<file path="src/rtl/mem_access_stage.sv">
// MEM-stage data-memory access unit: req/ack transaction, store lane steering, load align/extend.
// Optional feature macro: DMEM_TIMEOUT_EN (abandons an access after TIMEOUT_CYCLES WAIT cycles).
module mem_access_stage #(
    parameter int unsigned TIMEOUT_CYCLES = 255
) (
    input  logic        clk,
    input  logic        reset,
    input  logic [63:0] EX_MEM__ALU_Main,
    input  logic [63:0] EX_MEM__Write_Data,
    input  logic        EX_MEM__MemRead,
    input  logic        EX_MEM__MemWrite,
    input  logic [2:0]  EX_MEM__Funct3,
    input  logic        dmem_ack,
    input  logic [63:0] dmem_rdata,
    output logic        dmem_req,
    output logic        dmem_we,
    output logic [63:0] dmem_addr,
    output logic [63:0] dmem_wdata,
    output logic [7:0]  dmem_wstrb,
    output logic [63:0] MEM__Read_Data,
    output logic        mem_stall,
    output logic        mem_misaligned,
    output logic        mem_fault
);
    localparam int unsigned XLEN  = 64;
    localparam int unsigned CNT_W = 8;

    typedef enum logic [1:0] {IDLE = 2'd0, WAIT = 2'd1, DONE = 2'd2} state_t;

    state_t          state;
    logic [2:0]      offset;
    logic [2:0]      offset_q;
    logic [2:0]      funct3_q;
    logic            access;
    logic            legal;
    logic            aligned;
    logic            launch;
    logic            illegal;
    logic            misaligned;
    logic            timeout;
    logic [7:0]      size_mask;
    logic [XLEN-1:0] shifted;
    logic [XLEN-1:0] load_value;

    if (TIMEOUT_CYCLES == 0 || TIMEOUT_CYCLES > 255) begin : g_bad_timeout
        $error("TIMEOUT_CYCLES must be in 1..255");
    end

    assign offset     = EX_MEM__ALU_Main[2:0];
    assign access     = EX_MEM__MemRead ^ EX_MEM__MemWrite;
    // 111 is never legal; unsigned variants exist only for loads
    assign legal      = (EX_MEM__Funct3 != 3'b111) && !(EX_MEM__MemWrite && EX_MEM__Funct3[2]);
    assign launch     = (state == IDLE) && access && aligned && legal;
    assign illegal    = (EX_MEM__MemRead && EX_MEM__MemWrite) || (access && !legal);
    assign misaligned = access && legal && !aligned;
    // Held low during reset so a pending instruction cannot freeze the pipe
    assign mem_stall  = reset && (launch || (state == WAIT));

    always_comb begin
        aligned   = 1'b1;
        size_mask = 8'h01;
        case (EX_MEM__Funct3[1:0])
            2'b00: begin aligned = 1'b1;              size_mask = 8'h01; end
            2'b01: begin aligned = (offset[0] == 1'b0);     size_mask = 8'h03; end
            2'b10: begin aligned = (offset[1:0] == 2'b00);  size_mask = 8'h0F; end
            default: begin aligned = (offset == 3'b000);    size_mask = 8'hFF; end
        endcase
    end

    // Load alignment and extension, using the size/sign captured at launch
    always_comb begin
        shifted    = dmem_rdata >> {offset_q, 3'b000};
        load_value = shifted;
        case (funct3_q)
            3'b000:  load_value = {{56{shifted[7]}},  shifted[7:0]};
            3'b001:  load_value = {{48{shifted[15]}}, shifted[15:0]};
            3'b010:  load_value = {{32{shifted[31]}}, shifted[31:0]};
            3'b100:  load_value = {56'd0, shifted[7:0]};
            3'b101:  load_value = {48'd0, shifted[15:0]};
            3'b110:  load_value = {32'd0, shifted[31:0]};
            default: load_value = shifted;
        endcase
    end

`ifdef DMEM_TIMEOUT_EN
    logic [CNT_W-1:0] wait_cnt;

    assign timeout = (CNT_W'(wait_cnt + CNT_W'(1)) == CNT_W'(TIMEOUT_CYCLES));

    always_ff @(posedge clk or negedge reset) begin
        if (!reset) begin
            wait_cnt <= '0;
        end else if (state == WAIT) begin
            wait_cnt <= CNT_W'(wait_cnt + CNT_W'(1));
        end else begin
            wait_cnt <= '0;
        end
    end
`else
    assign timeout = 1'b0;
`endif

    always_ff @(posedge clk or negedge reset) begin
        if (!reset) begin
            state          <= IDLE;
            dmem_req       <= 1'b0;
            dmem_we        <= 1'b0;
            dmem_addr      <= '0;
            dmem_wdata     <= '0;
            dmem_wstrb     <= '0;
            MEM__Read_Data <= '0;
            mem_misaligned <= 1'b0;
            mem_fault      <= 1'b0;
            offset_q       <= '0;
            funct3_q       <= '0;
        end else begin
            mem_misaligned <= 1'b0;
            mem_fault      <= 1'b0;
            case (state)
                IDLE: begin
                    if (launch) begin
                        dmem_req   <= 1'b1;
                        dmem_we    <= EX_MEM__MemWrite;
                        dmem_addr  <= {EX_MEM__ALU_Main[63:3], 3'b000};
                        dmem_wdata <= EX_MEM__Write_Data << {offset, 3'b000};
                        dmem_wstrb <= size_mask << offset;
                        offset_q   <= offset;
                        funct3_q   <= EX_MEM__Funct3;
                        state      <= WAIT;
                    end else if (illegal) begin
                        mem_fault      <= 1'b1;
                        MEM__Read_Data <= '0;
                    end else if (misaligned) begin
                        mem_misaligned <= 1'b1;
                        MEM__Read_Data <= '0;
                    end
                end
                WAIT: begin
                    // A response in the timeout cycle still completes the access
                    if (dmem_ack) begin
                        dmem_req       <= 1'b0;
                        MEM__Read_Data <= dmem_we ? '0 : load_value;
                        state          <= DONE;
                    end else if (timeout) begin
                        dmem_req       <= 1'b0;
                        MEM__Read_Data <= '0;
                        mem_fault      <= 1'b1;
                        state          <= DONE;
                    end
                end
                DONE:    state <= IDLE;
                default: state <= IDLE;
            endcase
        end
    end
endmodule

</file>
<file path="config.mk">
export PLATFORM = sky130hd
export DESIGN_NAME = mem_access_stage
export DESIGN_NICKNAME = d
export VERILOG_FILES = /design/src/rtl/mem_access_stage.sv
export SDC_FILE = /design/constraint.sdc
export NUM_CORES = 1
export LEC_CHECK = 0
export CORE_ASPECT_RATIO = 0.8
export CORE_MARGIN = 2
export CORE_UTILIZATION = 30
export CTS_CLUSTER_SIZE = 25
export DETAILED_ROUTE_END_ITERATION = 8
export GPL_ROUTABILITY_DRIVEN = 0
export SETUP_SLACK_MARGIN = 0.02
export SYNTH_ARGS = -nofsm -noshare
export SYNTH_HDL_FRONTEND = slang
export SYNTH_SLANG_ARGS = --single-unit
</file>
<file path="constraint.sdc">
create_clock -name clk -period 3.8 [get_ports clk]
set_input_delay 1.14 -clock clk [delete_from_list [all_inputs] [get_ports clk]]
set_output_delay 1.14 -clock clk [all_outputs]
set_load 0.01 [all_outputs]
</file>
==> out/qor.txt <==
Setup CP Type: input pin to primary output
reg2reg setup slack: 0.91 ns
Slew HR: 0.398
placed cell areas: 0.0159 mm²
Core Rows: 63
CTS clk-pin slew, worst paths: 0.05 ns
Worst Tran Pin Value: 0.903 ns
RR Startpoint: offset_q[1]$_DFFE_PN0P_
RSZ-0062 raised after global routing: no
R2R depth: 6
Layout area overhead: 47.0%
CORE AREA: 0.0371 mm²
Fin. Hold Viols: 0
Hold Path Origin: dmem_wdata[3]$_DFFE_PN0P_
CTS Buf Count: 24
HPWL Detailed: 31,800 µm
Slew Limit Fails: 0
pre-CTS setup slack: -0.385 ns
Die X: 221 µm
post-synthesis area per instance: 9.19 µm²
Main synth FF type: dfrtp_1
H-tree depth: 1
distinct cell type count after synthesis: 49
post-synthesis sequential area ratio: 0.461
Layout Cells excl Fill: 2,106
Routed WL: 43,400 µm
first-pass GRT wire length: 66,100 µm
Chip Height: 178 µm
Synth async-reset ratio: 1.00
Pwr Density: 587 mW/mm²
Detailed Routing Iterations Pass 1: 5
Setup Fix Bufs, Post-CTS: 0
CP arrival: 2.56 ns
CP startpoint kind: input pin
synthesized area: 0.0113 mm²
Post-Layout Inst Area: 0.0167 mm²
DRT iter0 DRCs: 786
CTS tree: done
outcome: finished, final reports clean
worst vdd ir: 0.309 mV
Wirelength per Cell: 20.6 µm
worst hold path cell count: 2
final cycle utilization of the critical path: 0.975
Initial Utilization: 0.305
fin util: 0.449
number of global-route vias before repair: 10,800
hold_buf cts: 0
critical path fanouts, max: 2
skew final: 0.0178 ns
MaxCap Viol Count: 0
final worst setup slack: 0.0955 ns
Sink Count: 209
Layout Nets: 1,801
synthesis-stage register bit count: 209
Final Critical Period: 3.70 ns
placed cells: 2,061
clk buf depth: 3
total gr overflow: 0
gr usage total: 0.216
I/O Pins: 405
Layout fillers: 3,596
DRC viols: 0
Post-Synthesis Cells: 1,233
share of cells above drive strength 1: 0.122
EDFF count, synth: 0
required time worst endpoint: 2.66 ns
setup violators final: 0
largest net degree at the start of global routing: 156
RR Endpoint: MEM__Read_Data[32]$_DFFE_PN0P_
leak pwr: 7.34 nW
Hold Crit Class: flip-flop to flip-flop
die area: 0.0394 mm²
clock root buffer: clkbuf_16
worst skew pair latency: 0.53 ns
remaining antenna violation count: 0
Vias: 10,800
critical path capture point type: primary output
Worst Hold End: dmem_wdata[3]$_DFFE_PN0P_
port buffer count: 401
fmax: 0.270 GHz
initial antenna violation count: 5
Yosys warning count: 0
vias per std cell: 5.10
## layout make-up
cell class | instances | area (µm²) | area share
diodes | 4 | 10.0 | 0.000601
clock buffers | 36 | 727 | 0.0436
flip-flops and latches | 209 | 5230 | 0.314
repair buffers | 442 | 4370 | 0.262
clock inverters | 5 | 50.0 | 0.00300
inverters | 7 | 26.3 | 0.00158
well taps | 487 | 609 | 0.0366
multi-input cells | 916 | 5640 | 0.338
## kinds of logic (layout without fill, tap and decap cells)
family	count (synthesis)	in the layout	synth area share
compound gates	281	281	0.163
buf+inv	110	490	0.0450
flops	209	209	0.461
mux	154	154	0.154
simple gates	477	477	0.175
other cells	1	7	0.000331
fa+ha+maj	1	1	0.00110
## per-stage QoR
step | hold WS (ns) | total power (W) | setup TNS (ns)
after floorplan | 0.504 | 0.00527 | 0
after global placement | 0.451 | 0.00744 | -12.96
after detailed placement | 0.461 | 0.00747 | -18.51
after CTS | 0.476 | 0.00988 | 0
after global routing | 0.497 | 0.0103 | 0
final | 0.471 | 0.00977 | 0
## per-layer routing
layer / up-vias / GRT usage / share of wire
li1: 5032 / - / -
met1: 5224 / 0.291 / 0.44
met2: 438 / 0.343 / 0.45
met3: 55 / 0.0571 / 0.085
met4: 2 / 0.0587 / 0.027
met5: - / 0 / 0.00030
## worst max path at each step
stage / from / endpoint / slack (ns) / cells past startpoint
2_1_floorplan: EX_MEM__Funct3[1] / mem_stall / 0.11 / 8
3_3_place_gp: EX_MEM__MemWrite / mem_stall / -0.31 / 6
3_5_place_dp: EX_MEM__MemWrite / mem_stall / -0.38 / 7
4_1_cts: EX_MEM__MemWrite / mem_stall / 0.09 / 6
5_1_grt: EX_MEM__MemWrite / mem_stall / 0.02 / 6
6_report: EX_MEM__MemWrite / mem_stall / 0.1 / 6
## flip-flops by register name, indices dropped and copies added (netlist names), 2 cells and up
name / cells
MEM__Read_Data: 64
dmem_addr: 61
dmem_wdata: 64
dmem_wstrb: 8
funct3_q: 3
offset_q: 3
state: 2
## cells in the mapped netlist (2+ instances only)
master,count,area (µm²)
mux4_2,9,203
o22ai_1,3,18.8
dfrtp_1,209,5230
nor2b_1,14,87.6
a22oi_1,20,150
o211ai_1,18,135
and3_1,10,62.6
o21ai_2,20,175
buf_1,8,30.0
mux2i_1,70,701
buf_4,4,30.0
o21ai_1,12,60.1
a21boi_0,2,15.0
o221ai_1,9,78.8
clkbuf_1,50,188
nand2b_1,13,81.3
inv_1,5,18.8
and2_1,2,12.5
nor3_1,15,75.1
a221oi_1,9,78.8
a211oi_1,15,113
a22o_1,7,61.3
buf_6,5,56.3
buf_2,36,180
o21a_1,12,90.1
a21oi_1,46,230
mux2_2,75,845
o21ai_0,72,360
clkinv_1,2,7.51
nand3_1,16,80.1
nor2_1,49,184
o31ai_1,31,233
nand2_1,349,1310
## timing repair
item | CTS | global route
pin swaps | 0 | 0
resized for setup | 6 | 1
gates cloned | 0 | 0
setup endpoints to repair | 1 | 3
hold endpoints to repair | 0 | 0
## cell usage in the layout (no fill, tap or decap), types with 25 or more instances in the layout
cell / count
clkdlybuf4s50_1: 397
nand2_1: 349
buf_4: 37
o21ai_0: 72
o31ai_1: 31
mux2_2: 75
nor2_1: 48
dfrtp_1: 206
a21oi_1: 45
mux2i_1: 70
clkbuf_16: 25
## critical path: stages
cell	delay (ns)
clkdlybuf4s50_1	0.43
ha_1	0.31
o211ai_1	0.12
or2_4	0.25
a21boi_0	0.15
buf_2	0.17
## power by group
group          leakage, nW  switching [W]  internal, W  total (W)
sequential            2.71       0.000508      0.00286    0.00336
clock                0.387       0.000953      0.00138    0.00233
combinational         4.24        0.00201      0.00207    0.00408
total                 7.34        0.00347      0.00631    0.00977
Note: power is estimated with default switching activity, not from simulation.
